--- src/rtl/pc_sequencer.sv ---
// pc_sequencer: owns the RV32I program counter, fetches each instruction over
// a req/valid handshake, presents it for one EXEC cycle, then picks the next PC
// from the decoder controls. HALT (ecall exit) and FAULT (fetch timeout or
// misaligned target) are terminal until reset.
module pc_sequencer #(
  parameter logic [31:0] RESET_PC = 32'h0000_0000,
  parameter int unsigned CNT_W    = 32,
  parameter int unsigned MAX_WAIT = 255
) (
  input  logic             clk,
  input  logic             reset,
  output logic             imem_req,
  output logic [31:0]      imem_addr,
  input  logic             imem_valid,
  input  logic [31:0]      imem_rdata,
  output logic [31:0]      instr,
  output logic             instr_valid,
  input  logic             jal,
  input  logic             jalr,
  input  logic             branch,
  input  logic             is_ecall,
  input  logic             bcond,
  input  logic             ecall_halt,
  input  logic [31:0]      imm,
  input  logic [31:0]      jalr_target,
  output logic [31:0]      pc,
  output logic [31:0]      pc_plus4,
  output logic [CNT_W-1:0] retired,
  output logic             is_halted,
  output logic             fault,
  output logic [1:0]       fault_code
);

  localparam int unsigned WAIT_W = $clog2(MAX_WAIT + 1);
  localparam logic [WAIT_W-1:0] WAIT_LIMIT = WAIT_W'(MAX_WAIT);

  typedef enum logic [2:0] {
    S_IDLE,
    S_FETCH,
    S_EXEC,
    S_HALT,
    S_FAULT
  } state_e;

  state_e            state_q;
  logic [31:0]       pc_q;
  logic [31:0]       instr_q;
  logic [CNT_W-1:0]  retired_q;
  logic [WAIT_W-1:0] wait_q;
  logic              req_q;
  logic              ivalid_q;
  logic              halted_q;
  logic              fault_q;
  logic [1:0]        code_q;

  logic [31:0]       npc_d;
  logic [WAIT_W-1:0] wait_d;

  // Next-PC selection for the EXEC cycle (jalr > jal > taken branch > pc+4);
  // the jalr target has bit 0 forced low.
  always_comb begin
    npc_d = pc_q + 32'd4;
    if (jalr) begin
      npc_d = jalr_target & 32'hFFFF_FFFE;
    end else if (jal || (branch && bcond)) begin
      npc_d = pc_q + imm;
    end
    wait_d = wait_q + WAIT_W'(1);
  end

  // Sequencer FSM; every status output is a register updated with the state.
  always_ff @(posedge clk or negedge reset) begin
    if (!reset) begin
      state_q   <= S_IDLE;
      pc_q      <= RESET_PC;
      instr_q   <= '0;
      retired_q <= '0;
      wait_q    <= '0;
      req_q     <= 1'b0;
      ivalid_q  <= 1'b0;
      halted_q  <= 1'b0;
      fault_q   <= 1'b0;
      code_q    <= 2'b00;
    end else begin
      case (state_q)
        S_IDLE: begin
          state_q <= S_FETCH;
          req_q   <= 1'b1;
          wait_q  <= '0;
        end
        S_FETCH: begin
          if (imem_valid) begin
            instr_q  <= imem_rdata;
            wait_q   <= '0;
            req_q    <= 1'b0;
            ivalid_q <= 1'b1;
            state_q  <= S_EXEC;
          end else if (wait_d == WAIT_LIMIT) begin
            wait_q  <= '0;
            req_q   <= 1'b0;
            fault_q <= 1'b1;
            code_q  <= 2'b01;
            state_q <= S_FAULT;
          end else begin
            wait_q <= wait_d;
          end
        end
        S_EXEC: begin
          ivalid_q <= 1'b0;
          if (npc_d[1:0] != 2'b00) begin
            fault_q <= 1'b1;
            code_q  <= 2'b10;
            state_q <= S_FAULT;
          end else begin
            pc_q      <= npc_d;
            retired_q <= retired_q + CNT_W'(1);
            if (is_ecall && ecall_halt) begin
              halted_q <= 1'b1;
              state_q  <= S_HALT;
            end else begin
              req_q   <= 1'b1;
              state_q <= S_FETCH;
            end
          end
        end
        S_HALT, S_FAULT: begin
          state_q <= state_q;
        end
        default: begin
          state_q <= S_IDLE;
        end
      endcase
    end
  end

  assign imem_req    = req_q;
  assign imem_addr   = pc_q;
  assign instr       = instr_q;
  assign instr_valid = ivalid_q;
  assign pc          = pc_q;
  assign pc_plus4    = pc_q + 32'd4;
  assign retired     = retired_q;
  assign is_halted   = halted_q;
  assign fault       = fault_q;
  assign fault_code  = code_q;

endmodule

--- config.mk ---
export PLATFORM = sky130hd
export DESIGN_NAME = pc_sequencer
export DESIGN_NICKNAME = d
export VERILOG_FILES = /design/src/rtl/pc_sequencer.sv
export SDC_FILE = /design/constraint.sdc
export NUM_CORES = 1
export LEC_CHECK = 0
export ABC_AREA = 0
export CAP_MARGIN = 20
export CORE_ASPECT_RATIO = 1.2
export CORE_MARGIN = 4
export CORE_UTILIZATION = 48
export DETAILED_ROUTE_END_ITERATION = 10
export PLACE_DENSITY = 0.95
export REMOVE_ABC_BUFFERS = 1
export SYNTH_ARGS = -nofsm -noshare
export SYNTH_HDL_FRONTEND = slang
export SYNTH_SLANG_ARGS = --single-unit
--- constraint.sdc ---
create_clock -name clk -period 4.2 [get_ports clk]
set_clock_uncertainty 0.05 [all_clocks]
set_input_delay 1.26 -clock clk [delete_from_list [all_inputs] [get_ports clk]]
set_output_delay 1.26 -clock clk [all_outputs]
set_load 0.03 [all_outputs]
Word-level counts from Yosys, hierarchy flattened
Cells that the tools add are included.
Widths: inputs -> output; s select.
- ROM bits: 0
- logic and storage cells: 69
- memory bits (writable): 0
- bits of input ports: 105
- latch bits: 0
- memories kept: 0
- bits in registers: 113
- multipliers: 0
- shift-type cells: 0
- div/mod/pow operators: 0
- magnitude comparators: 0
- reduce and logical (&&, ||, !) cells: 16
- $add $sub $neg: 4
- mux-type cells: 25
- equality and inequality tests: 12
- bitwise operators: 2
- operator list (cell ; count):
    $mux 32 ; 2
    $add 32x1->32 const B ; 1
    $add 32x3->32 const B ; 1
    $add 32x32->32 ; 1
    $mux 8 ; 2
    $pmux 8 s2 ; 1
    $ne 2x2->1 const B ; 6
    $pmux 3 s4 ; 1
    $mux 3 ; 3
    $add 8x1->8 const B ; 1
    $eq 8x8->1 const B ; 1
    $mux 1 ; 8
    $mux 2 ; 4
    $reduce_and 2->1 ; 4
    $reduce_and 4->1 ; 2
    $eq 3x2->1 const B ; 2
    $reduce_bool 2->1 ; 3
    $pmux 1 s2 ; 2
    $pmux 2 s2 ; 1
    $eq 3x1->1 const B ; 1
    $eq 3x3->1 const B ; 1
    $logic_not 3->1 ; 1
    $ne 3x3->1 const B ; 1
    $pmux 1 s3 ; 1
    other kinds (6) ; 8

Logic depth before layout (Yosys ltp)
Gate-level depths: netlist of the first run.
- word-level depth: 7
- gate-level depth with buffers: 10
- gate-level depth less buffers: 10

Worst setup path before layout of the first run
OpenSTA, ideal clock, no wires.
- kind: register -> output
- start: register pc_q[6], in the netlist imem_addr[6]
- end: output port pc_plus4[31]
- required time: 2.890 ns
- slack: 0.433 ns
- data arrival time: 2.457 ns
- cell stages (with the launch flop): 6
- buffers on the path: 0
- cell sequence: dfrtp_1 nand3_1 or4_1 nor4_2 nand3_1 xnor2_1
- word-level cells in the longest chain between the ends: 1
- ends and longest elaborated chain (element ; line ; text):
    start: declaration ; 46 ; logic [31:0] pc_q;
    start signal: assignment ; 115 ; pc_q <= npc_d;
    $add 32x3->32 ; 141 ; assign pc_plus4 = pc_q + 32'd4;
    end: declaration ; 27 ; output logic [31:0] pc_plus4,
Every way passes these cells.

Worst setup path after layout of the first run
- start: register pc_q[8], in the netlist imem_addr[8]
- end: output port pc_plus4[31]
Same word-level chain as after synthesis.

==> impl_metrics.toml, run 1 <==
[floorplanning]
start_util_pct = 49.2
die_h_microns = 147
ios = 271
die-area_sq_um = 18100
die_w_microns = 124
row_count = 50
core_sq_um = 15600

[sta]
finalSetupViolCount = 0
min_period_ns = 4.10
fin_ws_ns = 0.0997
fmax_mhz = 244
fin_crit_sh_pct = 97.6
rsz0062_at_grt = "yes"
relSlewSlack_pct = 58.1
hold_violations = 0
drv_slew = 0
tightest_slew_ns = 0.621

[final_layout]
post-route-util_pct = 72.2
nNetsFinal = 1270
fillers = 1151
layout-drive-gt1-share_pct = 12.3
antenna_cells = 0
final_area_sq_um = 11300
area_growth_pct = 46.7

[global_routing]
antenna_found_initial = 0
grt_pass1_wl_mm = 41.6
grt_max_degree = 89
grt_overflow_total = 0
grt_pass1_vias = 7999
track_usage_pct = 29.2

[detailed_routing]
first_iter_violations = 492
dr_total_vias = 7790
wl_per_cell_microns = 19.8
drt-vias-per-instance = 5.77
drtPass1Iterations = 4
ant_nets = 0
routed_wl_mm = 26.7
drc = 0

[yosys]
synth.area.top_cells = "dfrtp_1 (37%), xnor2_1 (6.6%), ha_1 (5.7%)"
synth_top_area_share_pct = 36.7
synth_common_cells = "dfrtp_1 (113), nand2_1 (98), xnor2_1 (58)"
ys_seq_area_share_pct = 36.7
yosysWarningCount = 0
synth-seq-cells = 113
netlist_instances = 854
synth_flop_cell = "dfrtp_1"
synth-edff-count = 0
yosysTopAreaCell = "dfrtp_1"
synth.distinct_cells = 76
synth_area_per_cell_sq_um = 9.01
async_flop_share_pct = 100
synth_area_sq_um = 7700
yosysMostFrequentCell = "dfrtp_1"

[clock_tree]
tritoncts = "done"
cts_setup_buffers = 0
clockRootBuffer = "clkbuf_16"
clock-sinks = 113
cts_buffer_depth = 2
cts_made_buffers = 17
clkLatencyLatePin_ns = 0.42
htree_levels = 4
clk_pin_slew_ns = 0.06

[place]
placed_cell_area_sq_um = 10700
dp_slack_ns = -0.178
portBuffers = 269
gp_congestion = 0.939
hpwl_mm = 20.1

[critical_path]
critPathSlowestCell = "or4_1"
worstSetupEndpointType = "output port"
cp.arrival_ns = 2.79
path_cells = "nand3_1 > or4_1 > nor4_2 > nand3_1 > xnor2_1 > buf_12"
cp_max_fo = 6
crit_required_ns = 2.89
setup.worst_path.class = "flip-flop to output port"
critPathLaunchType = "flip-flop"
critPathMaxStageDelay_ns = 0.64
crit_top_cell = "nand3_1"

[pwr]
leakagePower_nw = 4.81
ir_worst_vdd_uv = 488
powerDensity_nw_per_um2 = 743

[outcome]
outcome = "complete, no violations"

[run]
cap_violations = 0

[hold_path]
hold_class = "flip-flop to flip-flop"
[critical path: cells and delay by family, from the launching register on]
kind	cells	cell delay, ns
simple gates	4	1.42
buf+inv	1	0.17
flops	1	0.46
xor+xnor	1	0.32
[power breakdown]
part           switching, mW  total, mW  internal [mW]
Sequential             0.397       1.84           1.45
Combinational           2.93       5.12           2.19
Clock                  0.536       1.42          0.887
Total                   3.87       8.39           4.52
[sequential cells by signal (all words and copies together) (netlist names)]
name	cells
instr	32
state_q	3
imem_req	1
wait_q	8
is_halted	1
fault_code	2
retired	32
fault	1
imem_addr	32
instr_valid	1
[metal layers]
metal  routed length (microns)  track usage [%]  share of wire (%)
met1                      9920             33.2                 37
met2                     13300             49.5                 50
met3                      2290             8.20                8.6
met4                      1130             14.5                4.2
met5                         0                0                  0
[cell type report]
type	instances	area, sq um	area share (%)
clock buffer	19	443	3.92
clock inverter	13	138	1.22
inverter	26	97.6	0.864
multi-input combinational	651	4400	38.9
sequential	113	2830	25.1
tap	208	260	2.30
timing repair buffer	320	3130	27.7
[final timing paths]
check	startpoint	end	slack, ns	cells past startpoint
min in group asynchronous	reset	instr[23]	0.68	1
worst max-delay path	imem_addr[8]	pc_plus4[31]	0.1	6
worst max register to register	imem_addr[4]	imem_addr[23]	1.06	9
worst min register to register	fault	fault	0.43	1
max in group asynchronous	reset	state_q[2]	2.51	3
worst min-delay path	fault	fault	0.43	1
[kinds of logic after synthesis]
logic type / share of synthesized area, %
muxes: 5.35
xor gates and xnor gates: 9.10
and+or+nand+nor: 17.9
DFF: 36.7
buffers and inverters: 6.41
adders and majority gates: 5.95
AOI/OAI and AO/OA: 18.6
[placed cells by master, fill, tap and decap left out, types with 6 or more instances in the layout]
| cell | count |
|---|---|
| nand3_1 | 36 |
| o211ai_1 | 12 |
| and3_1 | 16 |
| nor3_1 | 14 |
| nand2_1 | 98 |
| o31ai_1 | 11 |
| dfrtp_1 | 112 |
| inv_1 | 25 |
| o21ai_0 | 56 |
| nand4_1 | 17 |
| xnor2_1 | 58 |
| clkbuf_16 | 17 |
| a21oi_1 | 44 |
| xor2_1 | 22 |
| a211oi_1 | 9 |
| dlymetal6s2s_1 | 6 |
| a21o_1 | 14 |
| clkdlybuf4s50_1 | 255 |
| ha_1 | 35 |
| mux2_2 | 33 |
| nor2_1 | 54 |
| buf_4 | 50 |
| o21bai_1 | 11 |
[stage by stage]
stage	total power [mW]	hold slack, ns	cells	TNS [ns]
global route	8.86	0.448	1350	-0.0238
CTS	8.38	0.434	1349	0
finish	8.39	0.433	1350	0
detailed placement	6.94	0.421	1317	-0.797
floorplan	4.81	0.443	790	-27.96
global placement	6.83	0.405	1317	-0.317
[what timing repair did]
item                                    in CTS  in global routing
gates cloned                                 0                  0
endpoints found under the setup margin       5                 11
hold buffers                                 0                  0
resized for setup                            6                 13
(Power assumes the default switching activity.)
==> run 2, diff against run 1 <==
--- a/config.mk
+++ b/config.mk
@@ -6,13 +6,13 @@
 export NUM_CORES = 1
 export LEC_CHECK = 0
 export ABC_AREA = 0
-export CAP_MARGIN = 20
 export CORE_ASPECT_RATIO = 1.2
 export CORE_MARGIN = 4
 export CORE_UTILIZATION = 48
 export DETAILED_ROUTE_END_ITERATION = 10
 export PLACE_DENSITY = 0.95
 export REMOVE_ABC_BUFFERS = 1
+export SETUP_SLACK_MARGIN = 0.02
 export SYNTH_ARGS = -nofsm -noshare
 export SYNTH_HDL_FRONTEND = slang
 export SYNTH_SLANG_ARGS = --single-unit
==> constraint.sdc (replaced) <==
create_clock -name clk -period 4.2 [get_ports clk]
set_clock_uncertainty 0.05 [all_clocks]
set_input_delay 1.26 -clock clk [delete_from_list [all_inputs] [get_ports clk]]
set_output_delay 1.26 -clock clk [all_outputs]
set_load 0.01 [all_outputs]
==> impl_metrics.toml, run 2 (synthesis gave the netlist of run 1 again) <==
[clock_tree]
cts_buffer_depth = 2
clk_pin_slew_ns = 0.06
tritoncts = "done"
postCtsHoldBufs = 0
htree_levels = 4
clock-sinks = 113
clkLatencyLatePin_ns = 0.41
cts_made_buffers = 17
clockRootBuffer = "clkbuf_16"

[place]
gp_congestion = 0.948
portBuffers = 269
hpwl_mm = 19.5

[pwr]
ir_worst_vdd_uv = 388
power_mw = 7.58
p_switching_mw = 2.95
seq_power_share_pct = 24.2
powerDensity_nw_per_um2 = 669
combPwrFrac_pct = 55.1
p_sw_share_pct = 38.9
internal_power_mw = 4.63
leakagePower_nw = 4.77
clockPowerShare_pct = 20.7

[critical_path]
cp_max_fo = 8
worstSetupEndpointType = "output port"
cp.arrival_ns = 2.75
crit_required_ns = 2.89
critPathLaunchType = "flip-flop"
setup.worst_path.class = "flip-flop to output port"

[final_layout]
final_common_cell = "clkdlybuf4s50_1"
fillers = 1080
nNetsFinal = 1267
antenna_cells = 0
area_growth_pct = 47.2
post-route-util_pct = 72.4
final_cell_mix = "clkdlybuf4s50_1 (264), dfrtp_1 (110), nand2_1 (98)"
multi_input_area_sq_um = 4430
layout-drive-gt1-share_pct = 12.3
ff_latch_area_sq_um = 2830

[global_routing]
grt_pass1_wl_mm = 41.2
track_usage_pct = 28.9
antenna_found_initial = 0
grt_max_degree = 64
grt_pass1_vias = 7855
grt_overflow_total = 0

[detailed_routing]
drc = 0
dr_total_vias = 7828
wl_per_cell_microns = 19.5
ant_nets = 0
routed_wl_mm = 26.3
drt-vias-per-instance = 5.81
first_iter_violations = 586
drtPass1Iterations = 5

[sta]
fmax_mhz = 246
rsz0062_at_grt = "no"
tightest_slew_ns = 0.720
min_period_ns = 4.06
finalSetupViolCount = 0
drv_slew = 0
fin_crit_sh_pct = 96.8
relSlewSlack_pct = 52.0
hold_violations = 0

[run]
cap_violations = 0

[floorplanning]
core_sq_um = 15600
die-area_sq_um = 18100
ios = 271
die_w_microns = 124
row_count = 50
start_util_pct = 49.2
die_h_microns = 147

[outcome]
outcome = "complete, no violations"

[hold_path]
hold_class = "flip-flop to flip-flop"
[run 2: cell types whose count changed in the layout (fill, tap and decap cells not counted), sizes merged]
cell / change
clkdlybuf4s50: +9
buf: -5
dlymetal6s2s: -5
clkinv: -4
clkbuf: -3
inv: +3
bufinv: +2
clkdlybuf4s15: -1
dlygate4sd2: +1
[run 2: final timing paths]
path | from | depth (start not counted) | slack, ns | endpoint
worst max-delay path | imem_addr[3] | 6 | 0.14 | pc_plus4[16]
worst min-delay path | fault | 1 | 0.42 | fault
min in group asynchronous | reset | 1 | 0.84 | instr[29]
worst min register to register | fault | 1 | 0.42 | fault
max in group asynchronous | reset | 2 | 2.44 | imem_addr[3]
worst max register to register | imem_addr[4] | 11 | 1.01 | imem_addr[15]
[run 2: worst max-delay path: stages (launching register included)]
cell and delay (ns):
dfrtp_1 0.50, ha_1 0.27, nand3_1 0.34, nor2_2 0.32, nand3_1 0.13, xnor2_1 0.20
clkdlybuf4s50_1 0.58
[run 2: metal layers]
layer	up-vias	part of all wire, %	track usage (%)
met1	3716	37	34.2
met2	428	50	50.3
li1	3619	-	-
met4	0	3.3	10.7
met5	-	0	0
met3	65	9.1	6.74
[run 2: what timing repair did]
action	4_1_cts	5_1_grt
gates cloned	0	0
endpoints found under the setup margin	8	15
resized for setup	8	10
pin swaps	1	2
setup buffers	0	3
endpoints found under the hold margin	0	0
[run 2: metrics by stage]
step	area [sq um]	setup slack [ns]	TNS, ns	hold slack, ns	instances
after floorplan	7300	-0.824	-27.76	0.443	790
after global placement	10600	-0.108	-0.335	0.404	1312
after detailed placement	10600	-0.180	-1.19	0.408	1312
after CTS	11300	0.0321	0	0.422	1344
after global routing	11300	0.0243	0	0.426	1347
final	11300	0.135	0	0.419	1347
[run 2: layout make-up]
cell class / instances / area share (%)
inverter: 26 / 0.862
clock inverter: 14 / 1.80
tap: 208 / 2.30
multi-input combinational: 651 / 39.1
sequential: 113 / 25.0
timing repair buffer: 317 / 27.1
clock buffer: 18 / 3.79
[run 2: power groups by stage]
stage	Sequential, mW	Clock (mW)	Combinational [mW]
global placement	1.82	0	4.05
global route	1.90	1.64	4.53
CTS	1.83	1.58	4.15
detailed placement	1.84	0	4.12
finish	1.84	1.57	4.17
floorplan	2.04	0	1.85
